`src/rtl/noc_packet_injector.sv`:
```
`timescale 1ns/1ps
// noc_packet_injector: buffers PE words in a small FIFO, stamps them with this
// node's address and sends each one to a tree input port over a 4-phase
// bundled-data req/ack handshake.
module noc_packet_injector #(
   parameter int unsigned           WIDTH_packet = 14,
   parameter int unsigned           WIDTH_dest   = 3,
   parameter int unsigned           WIDTH_addr   = 3,
   parameter logic [WIDTH_addr-1:0] ADDR         = 3'b000,
   parameter int unsigned           DEPTH        = 4
) (
   input  logic                                        clk,
   input  logic                                        rst_n,
   input  logic                                        in_valid,
   output logic                                        in_ready,
   input  logic [WIDTH_dest-1:0]                       in_dest,
   input  logic [WIDTH_packet-WIDTH_dest-WIDTH_addr-1:0] in_payload,
   output logic                                        out_req,
   input  logic                                        out_ack,
   output logic [WIDTH_packet-1:0]                     out_data,
   output logic                                        busy,
   output logic [15:0]                                 pkt_count
);

   localparam int unsigned WIDTH_pay  = WIDTH_packet - WIDTH_dest - WIDTH_addr;
   localparam int unsigned WIDTH_word = WIDTH_dest + WIDTH_pay;
   localparam int unsigned AW         = $clog2(DEPTH);

   typedef enum logic [1:0] {S_IDLE, S_SETUP, S_REQ, S_RELEASE} state_t;

   // FIFO storage and pointers; pointers carry one extra wrap bit so that
   // full and empty are distinguishable without a separate counter.
   logic [WIDTH_word-1:0] r_mem [DEPTH];
   logic [AW:0]           r_wr_ptr;
   logic [AW:0]           r_rd_ptr;
   logic                  w_full;
   logic                  w_empty;
   logic                  w_push;
   logic                  w_pop;
   logic [WIDTH_word-1:0] w_head;

   // Acknowledge synchronizer.
   logic r_ack_meta;
   logic r_ack_s;

   // Handshake FSM and outputs.
   state_t                  r_state;
   state_t                  w_state_nxt;
   logic                    r_req;
   logic                    w_req_nxt;
   logic                    w_count_inc;
   logic [WIDTH_packet-1:0] r_data;
   logic [15:0]             r_pkt_count;

   assign w_empty = (r_wr_ptr == r_rd_ptr);
   assign w_full  = (r_wr_ptr[AW] != r_rd_ptr[AW]) &&
                    (r_wr_ptr[AW-1:0] == r_rd_ptr[AW-1:0]);
   assign w_push  = in_valid && !w_full;
   assign w_head  = r_mem[r_rd_ptr[AW-1:0]];

   assign in_ready  = !w_full;
   assign out_req   = r_req;
   assign out_data  = r_data;
   assign pkt_count = r_pkt_count;
   assign busy      = !w_empty || (r_state != S_IDLE);

   // FIFO data write; contents are only ever read behind a valid pointer.
   // NOTE: storage arrays get no reset -- the pointers define what is valid.
   always_ff @(posedge clk) begin
      if (w_push) begin
         r_mem[r_wr_ptr[AW-1:0]] <= {in_dest, in_payload};
      end
   end

   // FIFO pointer update; push and pop may happen in the same cycle.
   // NOTE: state registers use non-blocking assignments so every flop samples pre-edge values.
   always_ff @(posedge clk or negedge rst_n) begin
      if (!rst_n) begin
         r_wr_ptr <= '0;
         r_rd_ptr <= '0;
      end else begin
         if (w_push) r_wr_ptr <= r_wr_ptr + (AW+1)'(1);
         if (w_pop)  r_rd_ptr <= r_rd_ptr + (AW+1)'(1);
      end
   end

   // Two-flop synchronizer for the acknowledge coming from the tree.
   always_ff @(posedge clk or negedge rst_n) begin
      if (!rst_n) begin
         r_ack_meta <= 1'b0;
         r_ack_s    <= 1'b0;
      end else begin
         r_ack_meta <= out_ack;
         r_ack_s    <= r_ack_meta;
      end
   end

   // Handshake next-state, request and pop decode.
   // NOTE: every output of this block gets a default first, so no latch is inferred.
   always_comb begin
      w_state_nxt = r_state;
      w_req_nxt   = 1'b0;
      w_pop       = 1'b0;
      w_count_inc = 1'b0;
      case (r_state)
         S_IDLE: begin
            // Waiting for ack_s low also absorbs an ack left high by a reset.
            if (!w_empty && !r_ack_s) begin
               w_pop       = 1'b1;
               w_state_nxt = S_SETUP;
            end
         end
         S_SETUP: begin
            w_state_nxt = S_REQ;
            w_req_nxt   = 1'b1;
         end
         S_REQ: begin
            if (r_ack_s) w_state_nxt = S_RELEASE;
            else         w_req_nxt   = 1'b1;
         end
         S_RELEASE: begin
            if (!r_ack_s) begin
               w_state_nxt = S_IDLE;
               w_count_inc = 1'b1;
            end
         end
         default: w_state_nxt = S_IDLE;
      endcase
   end

   // Handshake state, registered request, packet register and counter.
   // out_req is a flop so it is glitch-free and drops on reset assertion.
   always_ff @(posedge clk or negedge rst_n) begin
      if (!rst_n) begin
         r_state     <= S_IDLE;
         r_req       <= 1'b0;
         r_data      <= '0;
         r_pkt_count <= '0;
      end else begin
         r_state <= w_state_nxt;
         r_req   <= w_req_nxt;
         if (w_pop) begin
            r_data <= {w_head[WIDTH_word-1 -: WIDTH_dest], ADDR, w_head[WIDTH_pay-1:0]};
         end
         if (w_count_inc) r_pkt_count <= r_pkt_count + 16'd1;
      end
   end

endmodule

```
`config.mk`:
```
export PLATFORM = sky130hd
export DESIGN_NAME = noc_packet_injector
export DESIGN_NICKNAME = d
export VERILOG_FILES = /design/src/rtl/noc_packet_injector.sv
export SDC_FILE = /design/constraint.sdc
export NUM_CORES = 1
export LEC_CHECK = 0
export ABC_AREA = 0
export BUFFER_PORTS_ARGS = -buffer_cell sky130_fd_sc_hd__buf_4
export CAP_MARGIN = 20
export CORE_UTILIZATION = 50
export DETAILED_ROUTE_END_ITERATION = 6
export PLACE_DENSITY = 0.71
export SLEW_MARGIN = 15
export SYNTH_ARGS = -nofsm -noshare
export SYNTH_HDL_FRONTEND = slang
export SYNTH_SLANG_ARGS = --single-unit
```
`constraint.sdc`:
```
create_clock -name clk -period 2.2 [get_ports clk]
set_input_delay 0.11 -clock clk [delete_from_list [all_inputs] [get_ports clk]]
set_output_delay 0.11 -clock clk [all_outputs]
set_load 0.01 [all_outputs]
```
* Yosys cells after proc, flatten, opt, wreduce, memory -nomap -nowiden
Memory sizes are Yosys's and may differ from the RTL's. A register that Yosys moved wholly into a read port is not among the register bits. Index checks and enable logic that the tools add are counted.
Storage, ports and cells: bits in writable memories 44, word-level logic and storage cells 42, output and inout bits 33, input port bits 15, register bits after elaboration 27, memories 1
Memories:
- r_mem | depth 4, bits a word 11, rd ports 1, clocked after Yosys merged registers in 1, wr ports 1, line 33 | logic [WIDTH_word-1:0] r_mem [DEPTH];
Operators by class: eq/ne operators 9, reduce and logical (&&, ||, !) cells 11, add/subtract/negate cells 3, muxes and demuxes 11
Operator list (count):
- $add A16 B1 Y16 const B | 1
- $pmux W2 S4 | 1
- $add A3 B1 Y3 const B | 2
- $mux W1 | 6
- $mux W2 | 3
- $ne A2 B2 Y1 const B | 3
- $eq A2 B2 Y1 const B | 2
- $logic_not A1 Y1 | 4
- $eq A3 B3 Y1 | 1
- $logic_and A1 B1 Y1 | 3
- $reduce_and A3 Y1 | 1
- $eq A2 B1 Y1 const B | 1
- $eq A2 B2 Y1 | 1
- $logic_not A2 Y1 | 1
- $pmux W1 S2 | 1
- $reduce_bool A2 Y1 | 1
- $logic_or A1 B1 Y1 | 1
- $ne A1 B1 Y1 | 1

* Logic depth before layout (Yosys ltp)
word-level depth 6, mapped depth 7, depth with buffers taken out 6

* Least setup slack after synthesis
OpenSTA, ideal clock, no wires.
path kind register to register, start point register r_rd_ptr[0], end point memory r_mem[3][0] in the netlist's numbering, enable pin, setup slack 0.361 ns, data required time 1.843 ns, buffers on the path 0, stages on the path, launching flop included 4, arrival time 1.482 ns, period minus slack after synthesis 1.839 ns, library setup time 0.357 ns, path through dfrtp_1 > xnor2_1 > a31oi_1 > and2_1
On the way: word-level cells in the longest chain between the ends 6
RTL lines:
- start, declared | line 35 | logic [AW:0] r_rd_ptr;
- start signal, assigned | line 83 | if (w_pop) r_rd_ptr <= r_rd_ptr + (AW+1)'(1);
- $eq A2 B2 Y1 | line 57 | (r_wr_ptr[AW-1:0] == r_rd_ptr[AW-1:0]);
- $logic_and A1 B1 Y1 | line 56 | assign w_full = (r_wr_ptr[AW] != r_rd_ptr[AW]) &&
- $logic_not A1 Y1 | line 58 | assign w_push = in_valid && !w_full;
- $logic_and A1 B1 Y1 | line 58
- $mux W1 | line 70 | if (w_push) begin
- $mux W1 (not written as such) | line 71 | r_mem[r_wr_ptr[AW-1:0]] <= {in_dest, in_payload};
- end, declared | line 33
No other way between the ends.

* Worst setup path after layout
start point register r_state[1], end point register r_pkt_count[15], in the netlist pkt_count[15]
On the way: word-level cells in the longest chain between the ends 2
RTL lines:
- start, declared | line 47 | state_t r_state;
- start signal, assigned | line 140 | r_state <= w_state_nxt;
- $eq A2 B2 Y1 | line 105 | case (r_state)
- $mux W1 | line 105
- end signal, assigned | line 145 | if (w_count_inc) r_pkt_count <= r_pkt_count + 16'd1;
- end, declared | line 53 | logic [15:0] r_pkt_count;
No other way between the ends. A chain may end at the register's enable or synchronous reset.

==> impl_results.md <==
* Fin cells at 367
* Levels on crit path at 5
* Setup TNS at 0 ps
* Gpl congestion at 0.816
* Synth area leaders: edfxtp_1, dfrtp_1, mux4_2
* Startpoint Class: register
* Internal Pwr Total at 3730 µW
* Share of async-settable or async-resettable flops after synthesis at 46.3%
* Most frequent cells after synthesis: edfxtp_1, dfrtp_1, xnor2_1
* Worst Skew at 9.30 ps
* CTS tree: built
* Status: complete, no violations
* Syn. warnings at 0
* Vias in the first global route at 1947
* Clk pwr share at 21.6%
* Setup crit end kind: register
* # rows at 29
* Max_cap viols at 0
* Hold Crit Depth at 4
* Die ar. at 7180 µm²
* Pwr Total at 5450 µW
* CP Buf/Inv Count at 0
* Switching share of total power at 31.6%
* Sequential Power Share at 42.4%
* Area Overhead vs Synth at 24.4%
* Period utilization at 85.7%
* Final instance area at 4260 µm²
* Comb power frac at 36.0%
* H-tree depth at 3
* Pleak at 0.00178 µW
* Initial antenna violation count at 0
* Drt initial violations at 89
* CTS root buf: clkbuf_8
* Largest net degree at the start of global routing at 39
* RSZ-0062 raised after global routing: no
* Worst Path Required at 2440 ps
* Kind of critical path: reg2reg
* Mapped Area at 3420 µm²
* Fraction of layout cells with a size suffix above 1 at 34.5%
* Synth top area share at 38.6%
* TritonCTS buffer count at 9
* R2R cell count at 5
* Worst-Margin Slew at 546 ps
* Max Clock Freq at 531 MHz
* Critical Path Max Stage Delay at 550 ps
* Hold path endpoint: r_wr_ptr[0]
* Cell taking the most area after synthesis: edfxtp_1
* Most used flip-flop cell after synthesis: edfxtp_1
* Min-Delay Path Class: in2reg
* Chip Height at 84.7 µm
* DR vias/cell at 5.19
* Via Count at 1905
* Worst-path clk slew at 80 ps
* CP Max Fanout at 6
* DP Cell Count at 338
* DRC viols at 0
* WL/cell at 16.1 µm
* Final Hold Viols at 0
* Resized cells post-CTS at 0
* Fill cells at 484
* # clock sinks at 82
* Slew HR at 63.4%
* VDD IR max at 0.000680 V
* Final Critical Period at 1880 ps
* Horiz. Die Dim at 84.7 µm
* FF-to-FF Start: r_state[1]
* Nets at 311
* Hold_buf cts at 13
* First-pass DRT Iterations at 6
* Routed Antenna Nets at 0
* Crit-path slowest cell: or4_1
* Max-slew violations at 0
* PwrDens at 1280 nW/µm²
* # diodes at 0
* CP Cell Sequence: ha_1, nor2b_1, nand4_4, or4_1, xnor2_1
* Wirelength, routed at 5930 µm
* WP data arrival at 2130 ps
* # port buffers at 44
* R2r endpoint: pkt_count[15]
* Most frequent cell after synthesis: edfxtp_1
* GRT Util Overall at 18.0%
* Postcts setup bufs at 0
* Worst skew pair latency at 350 ps
* Register area at 2270 µm²
* Post-synthesis sequential area ratio at 66.4%
* IO Count at 48
* Area after DPL at 3910 µm²
* Top delay family on crit path: simple AND/OR/NAND/NOR gates
* DPL Wire Length at 4010 µm
* Flop-to-flop setup slack at 320 ps
* Clock Tree Buf Depth at 2
* Avg Cell Area, Syn at 16.4 µm²
* Hold Crit Start: in_valid
* Count of flip-flops with a built-in enable after synthesis at 44
* Core area at 6460 µm²
* Endpoints failing setup at 0
* Mapped Cells at 208
* NetSw at 1720 µW
* First-pass GRT wire length at 9460 µm
* Starting density of the core at 53.0%
* Grt ovf at 0
* Multi-input logic area at 1080 µm²
* Post-synth cell types at 35
* #FFs+latches synth at 82
cells by family (layout without fill, tap and decap cells):
| kind of cell | after synthesis | in the layout | synth area share [%] |
|---|---|---|---|
| mux | 24 | 24 | 11.6 |
| fa+ha+maj | 11 | 11 | 4.02 |
| compound gates | 11 | 11 | 2.85 |
| other cells | 1 | 3 | 0.110 |
| simple gates | 43 | 43 | 6.95 |
| flops | 82 | 82 | 66.4 |
| buf+inv | 13 | 93 | 2.12 |
| xor+xnor | 23 | 23 | 5.89 |
placed cells by master (no fill, tap or decap), types with 6 or more instances in the layout:
cell type	n
xor2_1	7
nor2_1	7
dlygate4sd3_1	13
nand2_1	10
dfrtp_1	38
buf_4	58
ha_1	11
mux4_2	10
clkbuf_8	9
edfxtp_1	44
xnor2_1	16
inv_1	6
nand3_1	6
mux2_2	13
worst reg2reg max path, delay by kind of cell (launching register included):
kind | cells | cell delay, ps
adder cells (fa/ha/maj) | 1 | 210
AND/OR/NAND/NOR | 3 | 1020
flip-flops | 1 | 420
XOR/XNOR | 1 | 140
cell type report:
class	instances	area share, %
timing repair buffer	71	13.3
sequential	82	53.4
tap	77	2.26
multi-input combinational	115	25.5
inverter	6	0.529
clock inverter	7	2.18
clock buffer	9	2.91
power groups by stage:
stage	Combinational, µW	Clock, µW	Sequential (µW)
final	1960	1170	2310
after global placement	1920	0	2330
after CTS	1990	1200	2320
after detailed placement	1960	0	2350
after global routing	2140	1250	2360
after floorplan	1180	0	2370
registers in the layout, summed over array words and instances, names as in the netlist:
register and count:
out_data 11, out_req 1, pkt_count 16, r_ack_meta 1
r_ack_s 1, r_mem 44, r_rd_ptr 3, r_state 2
r_wr_ptr 3
worst max-delay path by stage:
stage	startpoint	end	slack, ps
after floorplan	r_rd_ptr[0]	r_mem[3][0]	360
after global placement	r_state[1]	pkt_count[15]	400
after detailed placement	r_state[1]	pkt_count[15]	330
after CTS	r_state[1]	pkt_count[15]	320
after global routing	r_state[1]	pkt_count[15]	190
final	r_state[1]	pkt_count[15]	320
layer usage:
layer	vias to the layer above	global-route usage (%)	part of all wire (%)
met5	-	0	0
met4	0	10.3	2.3
met3	12	3.34	2.5
met2	35	28.2	47
met1	945	23.8	48
li1	913	-	-
through the flow:
stage                     util [%]  hold WS (ps)  setup WS, ps
after floorplan                  -          -186           361
after global placement        60.5           117           395
after detailed placement      60.5           110           328
after CTS                     65.9           195           323
after global routing          65.9           232           188
final                         65.9           216           316
Note: power is estimated with default switching activity, not from simulation.
